$ cat src/rtl/video_capture_yuv422_pkg.sv
// Shared types and helpers for the YCbCr 4:2:2 capture path.
//   ycbcr_t        : packed {y, cb, cr} 4:4:4 pixel, 8 bits per component
//   cap_state_t    : capture controller states
//   CHROMA_NEUTRAL : Cr substituted for an unpaired trailing sample
//   fb_addr_bits   : framebuffer address width for a given size and decimation
package video_pkg;

    typedef struct packed {
        logic [7:0] y;
        logic [7:0] cb;
        logic [7:0] cr;
    } ycbcr_t;

    typedef enum logic [1:0] {
        IDLE    = 2'd0,
        WAIT_VS = 2'd1,
        ARMED   = 2'd2,
        CAPTURE = 2'd3
    } cap_state_t;

    localparam logic [7:0] CHROMA_NEUTRAL = 8'h80;

    function automatic int fb_addr_bits(input int x, input int y, input int xs, input int ys);
        return $clog2((x >> xs) * (y >> ys));
    endfunction

endpackage

$ cat src/rtl/video_capture_yuv422_unpack.sv
// 4:2:2 -> 4:4:4 pair unpacker with a fixed two-cycle emit pipeline.
// Ports:
//   clk, rst : clock, synchronous active-high reset
//   de       : sample is part of the captured stream
//   sample   : {Y, Cb} on even samples, {Y, Cr} on odd samples
//   odd      : parity of the current sample's x position
//   pix      : unpacked {Y, Cb, Cr}
//   valid    : pix was updated this cycle
module yuv422_unpack
    import video_pkg::*;
(
    input  logic        clk,
    input  logic        rst,
    input  logic        de,
    input  logic [15:0] sample,
    input  logic        odd,
    output ycbcr_t      pix,
    output logic        valid
);

    logic [7:0] y0, cb, y1, cr;
    logic       pend_even;  // even sample held, waiting for its Cr
    logic       pend_odd;   // odd sample held, emitted one cycle after its pair

    always_ff @(posedge clk) begin
        if (rst) begin
            y0        <= '0;
            cb        <= '0;
            y1        <= '0;
            cr        <= '0;
            pend_even <= 1'b0;
            pend_odd  <= 1'b0;
            pix       <= '0;
            valid     <= 1'b0;
        end else begin
            valid     <= 1'b0;
            pend_even <= 1'b0;
            pend_odd  <= 1'b0;
            if (de && !odd) begin
                y0        <= sample[15:8];
                cb        <= sample[7:0];
                pend_even <= 1'b1;
            end
            if (pend_even) begin
                // Missing odd partner (line ended early) gets neutral chroma.
                pix   <= '{y: y0, cb: cb, cr: (de && odd) ? sample[7:0] : CHROMA_NEUTRAL};
                valid <= 1'b1;
                if (de && odd) begin
                    y1       <= sample[15:8];
                    cr       <= sample[7:0];
                    pend_odd <= 1'b1;
                end
            end else if (pend_odd) begin
                // cb may be overwritten by the next even sample this same edge;
                // the non-blocking read still sees the pair's value.
                pix   <= '{y: y1, cb: cb, cr: cr};
                valid <= 1'b1;
            end
        end
    end

endmodule

$ cat src/rtl/video_capture_yuv422.sv
// Video capture: 16-bit YCbCr 4:2:2 with vs/hs/de timing -> framebuffer writes.
// Optional statistics outputs are enabled by defining VIDEO_CAPTURE_STATS_EN.
// Ports:
//   clk_i, rst_i        : pixel clock, synchronous active-high reset
//   vs_i, hs_i, de_i    : video timing; d_i = {Y, Cb/Cr}
//   cap_start_i         : capture the next whole frame
//   cap_continuous_i    : re-arm after every frame
//   busy_o              : armed or capturing
//   frame_done_o        : pulse after the last write of a frame
//   err_o               : sticky format error, cleared by an accepted cap_start_i
//   pxl_addr_o/data_o/en_o : framebuffer write port, data = {Y, Cb, Cr}
//   h_total_o, v_total_o, h_active_o, stats_valid_o : measured timing (stats build)
module video_capture_yuv422
    import video_pkg::*;
#(
    parameter int ACTIVE_H_PIXELS = 1280,
    parameter int ACTIVE_LINES    = 720,
    parameter int FRAME_X_SCALE   = 0,
    parameter int FRAME_Y_SCALE   = 0
) (
    input  logic        clk_i,
    input  logic        rst_i,
    input  logic        vs_i,
    input  logic        hs_i,
    input  logic        de_i,
    input  logic [15:0] d_i,
    input  logic        cap_start_i,
    input  logic        cap_continuous_i,
`ifdef VIDEO_CAPTURE_STATS_EN
    output logic [15:0] h_total_o,
    output logic [15:0] v_total_o,
    output logic [15:0] h_active_o,
    output logic        stats_valid_o,
`endif
    output logic        busy_o,
    output logic        frame_done_o,
    output logic        err_o,
    output logic [fb_addr_bits(ACTIVE_H_PIXELS, ACTIVE_LINES, FRAME_X_SCALE, FRAME_Y_SCALE)-1:0] pxl_addr_o,
    output logic [23:0] pxl_data_o,
    output logic        pxl_en_o
);

    localparam int          AW     = fb_addr_bits(ACTIVE_H_PIXELS, ACTIVE_LINES, FRAME_X_SCALE, FRAME_Y_SCALE);
    localparam logic [15:0] H16    = 16'(ACTIVE_H_PIXELS);
    localparam logic [15:0] V16    = 16'(ACTIVE_LINES);
    localparam logic [15:0] X_MASK = 16'((32'd1 << FRAME_X_SCALE) - 32'd1);
    localparam logic [15:0] Y_MASK = 16'((32'd1 << FRAME_Y_SCALE) - 32'd1);
    localparam logic [31:0] FB_X32 = 32'(ACTIVE_H_PIXELS >> FRAME_X_SCALE);

    logic        vs_r, hs_r, de_r, vs_d, de_d;
    logic [15:0] d_r;
    logic        vs_rise, de_rise, de_fall;

    cap_state_t  state_q;
    logic [15:0] x_q, y_q, x_cur, y_line;
    logic        first_line, drain_q;
    logic        in_frame, take, keep, ovf;
    logic        s1_en, en_q;
    logic [AW-1:0] s1_xa, base_q;
    ycbcr_t      pix;
    logic        pix_valid;

    always_ff @(posedge clk_i) begin
        if (rst_i) begin
            vs_r <= 1'b0;
            hs_r <= 1'b0;
            de_r <= 1'b0;
            d_r  <= '0;
            vs_d <= 1'b0;
            de_d <= 1'b0;
        end else begin
            vs_r <= vs_i;
            hs_r <= hs_i;
            de_r <= de_i;
            d_r  <= d_i;
            vs_d <= vs_r;
            de_d <= de_r;
        end
    end

    assign vs_rise = vs_r & ~vs_d;
    assign de_rise = de_r & ~de_d;
    assign de_fall = ~de_r & de_d;

    // x/y seen by the sample currently in d_r; the counters themselves lag by
    // one cycle at the start of a line.
    always_comb begin
        x_cur  = de_rise ? '0 : x_q;
        y_line = y_q;
        if (de_rise && !first_line) y_line = y_q + 16'd1;
        in_frame = (state_q == CAPTURE && !drain_q) || (state_q == ARMED && de_rise);
        take = in_frame && de_r;
        keep = take && (x_cur < H16) && (y_line < V16) &&
               ((x_cur & X_MASK) == '0) && ((y_line & Y_MASK) == '0);
        ovf  = take && ((x_cur >= H16) || (y_line >= V16));
    end

    yuv422_unpack u_unpack (
        .clk    (clk_i),
        .rst    (rst_i),
        .de     (take),
        .sample (d_r),
        .odd    (x_cur[0]),
        .pix    (pix),
        .valid  (pix_valid)
    );

    always_ff @(posedge clk_i) begin
        if (rst_i) begin
            state_q      <= IDLE;
            x_q          <= '0;
            y_q          <= '0;
            first_line   <= 1'b0;
            drain_q      <= 1'b0;
            err_o        <= 1'b0;
            frame_done_o <= 1'b0;
            s1_en        <= 1'b0;
            s1_xa        <= '0;
            base_q       <= '0;
            en_q         <= 1'b0;
            pxl_addr_o   <= '0;
        end else begin
            frame_done_o <= 1'b0;
            // Sideband runs alongside the unpacker: line base is registered on
            // the first sample, x offset added one stage later.
            s1_en      <= keep;
            s1_xa      <= AW'(x_cur >> FRAME_X_SCALE);
            en_q       <= s1_en;
            pxl_addr_o <= base_q + s1_xa;
            if (take) x_q <= x_cur + 16'd1;
            if (in_frame && de_rise) begin
                y_q        <= y_line;
                first_line <= 1'b0;
                base_q     <= AW'(32'(y_line >> FRAME_Y_SCALE) * FB_X32);
            end
            if (ovf) err_o <= 1'b1;
            case (state_q)
                IDLE: begin
                    if (cap_start_i) begin
                        err_o   <= 1'b0;
                        state_q <= WAIT_VS;
                    end
                end
                WAIT_VS, ARMED: begin
                    if (vs_rise) begin
                        y_q        <= '0;
                        first_line <= 1'b1;
                        state_q    <= ARMED;
                    end else if (state_q == ARMED && de_rise) begin
                        state_q <= CAPTURE;
                    end
                end
                CAPTURE: begin
                    if (drain_q) begin
                        drain_q      <= 1'b0;
                        frame_done_o <= 1'b1;
                        if (cap_continuous_i) state_q <= WAIT_VS;
                        else                  state_q <= IDLE;
                    end else if (vs_rise) begin
                        err_o      <= 1'b1;
                        y_q        <= '0;
                        first_line <= 1'b1;
                        state_q    <= ARMED;
                    end else if (de_fall) begin
                        if (x_q != H16) err_o <= 1'b1;
                        if (y_q == V16 - 16'd1) drain_q <= 1'b1;
                    end
                end
                default: state_q <= IDLE;
            endcase
        end
    end

    assign busy_o     = (state_q != IDLE);
    assign pxl_data_o = pix;
    assign pxl_en_o   = en_q & pix_valid;

`ifdef VIDEO_CAPTURE_STATS_EN
    logic        hs_d, hs_rise;
    logic [15:0] h_cnt, h_last, v_cnt, a_cnt, a_last;

    assign hs_rise = hs_r & ~hs_d;

    always_ff @(posedge clk_i) begin
        if (rst_i) begin
            hs_d          <= 1'b0;
            h_cnt         <= '0;
            h_last        <= '0;
            v_cnt         <= '0;
            a_cnt         <= '0;
            a_last        <= '0;
            h_total_o     <= '0;
            v_total_o     <= '0;
            h_active_o    <= '0;
            stats_valid_o <= 1'b0;
        end else begin
            hs_d  <= hs_r;
            h_cnt <= hs_rise ? 16'd1 : h_cnt + 16'd1;
            if (hs_rise) h_last <= h_cnt;
            if (de_r) a_cnt <= a_cnt + 16'd1;
            if (de_fall) begin
                a_last <= a_cnt;
                a_cnt  <= '0;
            end
            if (vs_rise)      v_cnt <= {15'd0, hs_rise};
            else if (hs_rise) v_cnt <= v_cnt + 16'd1;
            if (vs_rise) begin
                h_total_o     <= h_last;
                v_total_o     <= v_cnt;
                h_active_o    <= a_last;
                stats_valid_o <= (h_last == h_total_o) && (v_cnt == v_total_o) &&
                                 (a_last == h_active_o);
            end
        end
    end
`else
    logic unused_hs;
    assign unused_hs = hs_r;
`endif

endmodule

$ cat config.mk
export PLATFORM = sky130hd
export DESIGN_NAME = video_capture_yuv422
export DESIGN_NICKNAME = d
export VERILOG_FILES = /design/src/rtl/video_capture_yuv422_pkg.sv /design/src/rtl/video_capture_yuv422_unpack.sv /design/src/rtl/video_capture_yuv422.sv
export SDC_FILE = /design/constraint.sdc
export NUM_CORES = 1
export LEC_CHECK = 0
export ABC_CLOCK_PERIOD_IN_PS = 3050
export CORE_MARGIN = 4
export CORE_UTILIZATION = 30
export CTS_CLUSTER_DIAMETER = 40
export DETAILED_ROUTE_END_ITERATION = 10
export MAX_ROUTING_LAYER = met4
export SETUP_SLACK_MARGIN = 0.5
export SLEW_MARGIN = 10
export SYNTH_ARGS = -nofsm -noshare
export SYNTH_HDL_FRONTEND = slang
export SYNTH_SLANG_ARGS = --single-unit
$ cat constraint.sdc
create_clock -name clk_i -period 3.05 [get_ports clk_i]
set_clock_uncertainty 0.1 [all_clocks]
set_input_delay 0.4575 -clock clk_i [delete_from_list [all_inputs] [get_ports clk_i]]
set_output_delay 0.4575 -clock clk_i [all_outputs]
set_load 0.03 [all_outputs]
# --- Word level (Yosys, flattened, before mapping) ---
# Cells that the tools add are included.
totals:
  ff_bits: 171
  inputBits: 23
  wordCells: 112
classes:
  add_sub_neg: 3
  n_mul: 1
  order_cmp: 4
  n_eq_ne: 8
  n_mux: 36
  bitwise: 9
  reduce_logical: 23
op_table:
  columns: ["op", "count"]
  rows:
  - ["$mux W16", 5]
  - ["$mux W24", 2]
  - ["$add A16 B1 Y16 const B", 2]
  - ["$pmux W16 S2", 1]
  - ["$add A20 B20 Y20", 1]
  - ["$mux W1", 19]
  - ["$eq A16 B10 Y1 const B", 1]
  - ["$ge A16 B10 Y1 const B", 1]
  - ["$ge A16 B11 Y1 const B", 1]
  - ["$lt A16 B10 Y1 const B", 1]
  - ["$lt A16 B11 Y1 const B", 1]
  - ["$mul A16 B3 Y12 const B", 1]
  - ["$ne A16 B11 Y1 const B", 1]
  - ["$logic_and A1 B1 Y1", 10]
  - ["$mux W2", 5]
  - ["$mux W8", 1]
  - ["$ne A3 B3 Y1 const B", 2]
  - ["$pmux W2 S3", 1]
  - ["$reduce_or A2 Y1", 3]
  - ["$not A1 Y1", 5]
  - ["$and A1 B1 Y1", 4]
  - ["$eq A2 B2 Y1 const B", 2]
  - ["$pmux W1 S2", 2]
  - ["$reduce_bool A2 Y1", 2]
  - ["other kinds (7)", 10]

# --- Longest topological paths before layout ---
logic_depth:
  depth_word: 13
  ltp_mapped: 14
  mapped_depth_nobuf: 12

# --- By module ---
# From an unflattened synthesis, not the netlist that was laid out.
unflattened:
  cells_unflattened: 864
  hier_area_um2: 7517.2
modules_own_cells:
  columns: ["mod", "instances", "cells_per_inst", "area_per_inst_um2", "seq_area_each_um2"]
  rows:
  - ["video_capture_yuv422", 1, 600, 5236.3, 2162.1]
  - ["yuv422_unpack", 1, 264, 2280.9, 1181.1]

# --- Worst setup path after synthesis ---
# Ideal clock, no wire load.
synth_timing:
  path_type: "register -> register"
  start: "register de_d"
  end: "register base_q[19]"
  arrival_ps: 3084
  required_ps: 2828
  path_slack_ps: -256
  stages_incl_launch_ff: 13
  n_path_buf: 1
  synth_period_minus_slack_ps: 3306
  path_cell_list: "dfxtp_1 buf_6 nor3b_2 nand4_1 xnor2_1 ha_1 ha_1 fa_1 a21oi_1 o21ai_0 a2111oi_0 nor4_1 a221o_1"
synth_via:
  elab_chain_len: 5
synth_lines:
  columns: ["element", "line", "rtl"]
  rows:
  - ["start, declared", "video_capture_yuv422.sv:50", "logic vs_r, hs_r, de_r, vs_d, de_d;"]
  - ["start signal, assigned", "video_capture_yuv422.sv:77", "de_d <= de_r;"]
  - ["$not A1 Y1 *", "video_capture_yuv422.sv:82", "assign de_rise = de_r & ~de_d;"]
  - ["$and A1 B1 Y1 *", "video_capture_yuv422.sv:82", null]
  - ["$logic_and A1 B1 Y1, on equally long branches", "video_capture_yuv422.sv:90, video_capture_yuv422.sv:91", null]
  - ["$mux W16 / $logic_or A1 B1 Y1 (equally long branches)", "video_capture_yuv422.sv:90, video_capture_yuv422.sv:91", null]
  - ["$mul A16 B3 Y12 / $logic_and A1 B1 Y1 (equally long branches)", "video_capture_yuv422.sv:134, video_capture_yuv422.sv:131", null]
  - ["end signal, assigned", "video_capture_yuv422.sv:134", "base_q <= AW'(32'(y_line >> FRAME_Y_SCALE) * FB_X32);"]
  - ["end, declared", "video_capture_yuv422.sv:59", "logic [AW-1:0] s1_xa, base_q;"]
# Every way passes the cells marked *; elsewhere a longest branch is shown, timed or not.
# A chain may end at the register's enable or synchronous reset.

# --- Worst setup path in the final report ---
layout_timing:
  start: "register first_line"
  end: "register base_q[19]"
layout_via:
  elab_chain_len: 4
layout_lines:
  columns: ["element", "line", "rtl"]
  rows:
  - ["start, declared", "video_capture_yuv422.sv:56", "logic first_line, drain_q;"]
  - ["start signal, assigned", "video_capture_yuv422.sv:113", "first_line <= 1'b0;"]
  - ["start signal, assigned", "video_capture_yuv422.sv:133", "first_line <= 1'b0;"]
  - ["start signal, assigned", "video_capture_yuv422.sv:147", "first_line <= 1'b1;"]
  - ["$logic_not A1 Y1", "video_capture_yuv422.sv:90", "if (de_rise && !first_line) y_line = y_q + 16'd1;"]
  - ["$logic_and A1 B1 Y1", "video_capture_yuv422.sv:90", null]
  - ["$mux W16", "video_capture_yuv422.sv:90", null]
  - ["$mul A16 B3 Y12", "video_capture_yuv422.sv:134", null]
# No other way between the ends.

==> flow_metrics.py <==
metrics = {
    "outcome": {
        "run_status": "completed",
    },
    "cts": {
        "cts-root-buf": "sky130_fd_sc_hd__clkbuf_16",
        "tritoncts": "built",
        "cts.sink_count": 167,
        "path_clk_slew_ns": 0.07,
        "cts_max_level": 4,
        "clk_path_buf_depth": 2,
        "cts_made_buffers": 17,
        "clock_latency_ns": 0.43,
    },
    "global_routing": {
        "groute.usage.overall": 0.131,
        "grt_pass1_wl_um": 28000,
        "antenna_violations_before_repair": 0,
        "grt_max_degree": 79,
        "grt_pass1_vias": 5732,
        "gr-total-overflow": 0,
    },
    "die": {
        "full_die_area_sq_um": 27100,
        "floorplan.initialDensity": 0.303,
        "dieWidth_um": 165,
        "io-pin-count": 71,
        "die_h_um": 165,
        "floorplan.core_area_sq_um": 24200,
        "rows": 57,
    },
    "yosys": {
        "synthesis.instances": 872,
        "mappedNetlistArea_sq_um": 7350,
        "post_synth_num_cell_types": 60,
        "synth_seq_area_share": 0.455,
        "synth_ff_type": "sky130_fd_sc_hd__dfxtp_1",
        "async_flop_share": 0,
        "post_synthesis_sequential_element_count": 167,
        "yosysWarnings": 0,
        "synth.net_count": 929,
        "post_synth.cell_area_avg_sq_um": 8.43,
        "synth_enable_flop_cells": 0,
    },
    "hold_path": {
        "hold_start": "s1_xa[1]$_SDFF_PP0_",
        "hold_path_depth": 1,
        "worst_hold_path.endpoint": "pxl_addr_o[1]$_SDFF_PP0_",
        "worstHoldPathType": "flip-flop to flip-flop",
    },
    "sta": {
        "final.min_clock_period_ns": 3.02,
        "hold_viol_final": 0,
        "finalSetupTns_ns": 0,
        "setup_violations": 0,
        "final_min_period_over_clock_period": 0.989,
        "actual_transition_at_the_worst_max_transition_pin_ns": 0.705,
        "max_freq_mhz": 331,
        "final.setup.worst_slack_ns": 0.0334,
        "unrepaired_setup_endpoints_after_global_routing": "true",
        "max_slew_margin": 0.530,
        "hold-worst-slack_ns": 0.345,
        "finalMaxSlewViolations": 0,
    },
    "routing": {
        "met1_length_um": 8490,
        "detailedRoute.firstPassIterationCount": 5,
        "highest-signal-layer": "met4",
        "drt_first_iter_violations": 331,
        "routed_wire_length_per_instance_um": 13.2,
        "route.detailed.drc": 0,
        "drt_wl_total_um": 17300,
        "length_of_routed_met3_wiring_um": 407,
        "vias": 6115,
        "antenna_violating_nets_post_route": 0,
        "met2WireLength_um": 8100,
        "dr_vias_cell": 4.67,
    },
    "layout": {
        "layout.core_utilization": 0.396,
        "layout.nets": 1030,
        "fill_cells": 2447,
        "layout-area-overhead-vs-synth_pct": 30.6,
        "proportion_of_layout_cells_with_a_drive_suffix_above_1": 0.145,
        "insertedDiodeCount": 0,
    },
    "place": {
        "gp_congestion": 0.826,
        "dp.final_hpwl_um": 11700,
        "dp_worst_setup_slack_ns": -0.126,
        "port_buffers": 69,
    },
    "power": {
        "power_density_nw_per_um2": 495,
        "vdd.ir_drop.worst_uv": 373,
        "power.leakage_nw": 3.63,
    },
    "critical_path": {
        "ff2ff_setup_slack_ns": 0.03,
        "timing.critical_path.required_ns": 3.26,
        "crit_path_start_kind": "flip-flop",
        "timing_worst_setup_path_type": "flip-flop to flip-flop",
        "critPathCaptureType": "flip-flop",
        "timing.reg2reg.worst_path_depth": 11,
        "crit_arrival_ns": 3.23,
        "critical_path.reg2reg.endpoint": "base_q[19]$_SDFFE_PP0P_",
        "r2r_path_start": "first_line$_SDFF_PP0_",
        "worst_path_maximum_fanout": 3,
    },
    "flow_run": {
        "max_cap_viol_count": 0,
    },
}
-- flip-flops by register name (all words and copies together), names as in the netlist, 2 cells and up --
signal        count
u_unpack.y1       8
x_q              16
u_unpack.pix     24
state_q           2
base_q           12
u_unpack.cr       8
s1_xa            16
u_unpack.cb       8
d_r              16
pxl_addr_o       20
u_unpack.y0       8
y_q              16
-- through the flow --
step / cell area [sq um] / std cells / total power (W)
6_report: 9600 / 1310 / 0.00476
5_1_grt: 9600 / 1310 / 0.00494
4_1_cts: 9460 / 1306 / 0.00481
3_5_place_dp: 8710 / 1268 / 0.00263
3_3_place_gp: 8710 / 1268 / 0.00263
2_1_floorplan: 7400 / 872 / 0.00250
-- per-layer routing --
layer | vias to the layer above | track usage
li1 | 3153 | -
met5 | - | -
met1 | 2862 | 0.170
met3 | 23 | 0.0222
met4 | 0 | 0.0476
met2 | 77 | 0.205
-- worst max-delay path, cell delays in order (launching register included) --
cell	delay, ns
sky130_fd_sc_hd__dfxtp_2	0.34
sky130_fd_sc_hd__nor3b_4	0.23
sky130_fd_sc_hd__nand4_1	0.20
sky130_fd_sc_hd__xnor2_2	0.24
sky130_fd_sc_hd__ha_1	0.27
sky130_fd_sc_hd__ha_2	0.19
sky130_fd_sc_hd__fa_2	0.37
sky130_fd_sc_hd__a21oi_4	0.18
sky130_fd_sc_hd__o21ai_4	0.09
sky130_fd_sc_hd__a2111oi_4	0.31
sky130_fd_sc_hd__nor4_1	0.07
sky130_fd_sc_hd__a221o_1	0.31
-- cell families after synthesis --
| group | synth area share |
|---|---|
| muxes | 0.0211 |
| and+or+nand+nor | 0.258 |
| xor gates and xnor gates | 0.0536 |
| buffers and inverters | 0.0364 |
| AOI/OAI and AO/OA | 0.116 |
| DFF | 0.455 |
| adders and majority gates | 0.0599 |
-- placed cells by master, fill, tap and decap left out, types with 6 or more instances in the layout --
| cell type | instances |
|---|---|
| sky130_fd_sc_hd__nor2b_1 | 39 |
| sky130_fd_sc_hd__inv_6 | 6 |
| sky130_fd_sc_hd__dfxtp_1 | 159 |
| sky130_fd_sc_hd__ha_4 | 6 |
| sky130_fd_sc_hd__nand3_1 | 14 |
| sky130_fd_sc_hd__a211oi_1 | 11 |
| sky130_fd_sc_hd__a21oi_1 | 85 |
| sky130_fd_sc_hd__mux2i_1 | 11 |
| sky130_fd_sc_hd__clkbuf_16 | 17 |
| sky130_fd_sc_hd__xor2_1 | 21 |
| sky130_fd_sc_hd__ha_1 | 23 |
| sky130_fd_sc_hd__nor4_1 | 7 |
| sky130_fd_sc_hd__nand2_1 | 139 |
| sky130_fd_sc_hd__o21ai_0 | 13 |
| sky130_fd_sc_hd__buf_4 | 59 |
| sky130_fd_sc_hd__clkdlybuf4s50_1 | 68 |
| sky130_fd_sc_hd__nor2_1 | 101 |
| sky130_fd_sc_hd__nand4_1 | 15 |
| sky130_fd_sc_hd__and3_1 | 16 |
| sky130_fd_sc_hd__nor3_1 | 19 |
| sky130_fd_sc_hd__xnor2_1 | 19 |
| sky130_fd_sc_hd__inv_1 | 19 |
| sky130_fd_sc_hd__dfxtp_2 | 8 |
-- repair_timing --
| action | 4_1_cts | 5_1_grt |
|---|---|---|
| pin swaps | 18 | 15 |
| gates resized for setup | 21 | 18 |
| hold buffers | 0 | 0 |
| setup endpoints to repair | 6 | 10 |
| buffers inserted | 6 | 4 |
-- cells in the mapped netlist (2+ instances only) --
cell                       count  share of area
sky130_fd_sc_hd__nor4_1        8         0.0068
sky130_fd_sc_hd__o311a_1       3         0.0041
sky130_fd_sc_hd__clkbuf_1     39          0.020
sky130_fd_sc_hd__and2_1        3         0.0026
sky130_fd_sc_hd__a31oi_1       4         0.0034
sky130_fd_sc_hd__nand3b_1      5         0.0051
sky130_fd_sc_hd__dfxtp_1     167           0.45
sky130_fd_sc_hd__a211oi_1     11          0.011
sky130_fd_sc_hd__o21ai_0      15          0.010
sky130_fd_sc_hd__nand3_1      15          0.010
sky130_fd_sc_hd__and3_1       17          0.014
sky130_fd_sc_hd__inv_1        19         0.0097
sky130_fd_sc_hd__a21oi_1      89          0.061
sky130_fd_sc_hd__or3_1         4         0.0034
sky130_fd_sc_hd__buf_6         2         0.0031
sky130_fd_sc_hd__buf_1         6         0.0031
sky130_fd_sc_hd__xor2_1       21          0.025
sky130_fd_sc_hd__a21o_1        2         0.0020
sky130_fd_sc_hd__nor2_1      102          0.052
sky130_fd_sc_hd__o21a_1        5         0.0051
sky130_fd_sc_hd__mux2_2        4         0.0061
sky130_fd_sc_hd__nor3b_1       2         0.0020
sky130_fd_sc_hd__nand4_1      15          0.013
sky130_fd_sc_hd__ha_1         32          0.054
sky130_fd_sc_hd__xnor2_1      24          0.029
sky130_fd_sc_hd__nand2b_1      5         0.0043
sky130_fd_sc_hd__mux2i_1      11          0.015
sky130_fd_sc_hd__o31ai_1       2         0.0020
sky130_fd_sc_hd__nor3_1       20          0.014
sky130_fd_sc_hd__and4_1        4         0.0048
sky130_fd_sc_hd__nand2_1     141          0.072
sky130_fd_sc_hd__fa_1          2         0.0054
sky130_fd_sc_hd__a21boi_0      2         0.0020
sky130_fd_sc_hd__or2_2         3         0.0026
sky130_fd_sc_hd__o21ai_1       3         0.0020
sky130_fd_sc_hd__nor2b_1      39          0.033
sky130_fd_sc_hd__nor4b_1       3         0.0036
-- worst max-delay path by stage --
stage / start / end / slack [ns]
after floorplan: de_d$_SDFF_PP0_ / base_q[19]$_SDFFE_PP0P_ / -0.06
after global placement: first_line$_SDFF_PP0_ / base_q[19]$_SDFFE_PP0P_ / -0.09
after detailed placement: first_line$_SDFF_PP0_ / base_q[19]$_SDFFE_PP0P_ / -0.13
after CTS: de_d$_SDFF_PP0_ / base_q[19]$_SDFFE_PP0P_ / 0.11
after global routing: first_line$_SDFF_PP0_ / base_q[19]$_SDFFE_PP0P_ / -0.09
final: first_line$_SDFF_PP0_ / base_q[19]$_SDFFE_PP0P_ / 0.03
-- where the power goes --
group | internal (W) | total (W) | leakage, nW | switching, W
sequential | 0.00221 | 0.00223 | 1.35 | 0.0000187
combinational | 0.000140 | 0.000360 | 2.00 | 0.000220
clock | 0.00123 | 0.00216 | 0.284 | 0.000932
-- area by class of cell --
class	count	area, sq um	area share
Clock buffer	19	433	0.0451
Inverter	19	71.3	0.00743
Timing Repair Buffer	130	1170	0.122
Tap cell	324	405	0.0422
Sequential cell	167	3350	0.349
Clock inverter	13	155	0.0162
Multi-Input combinational cell	638	4010	0.417
Note: power is estimated with default switching activity, not from simulation.
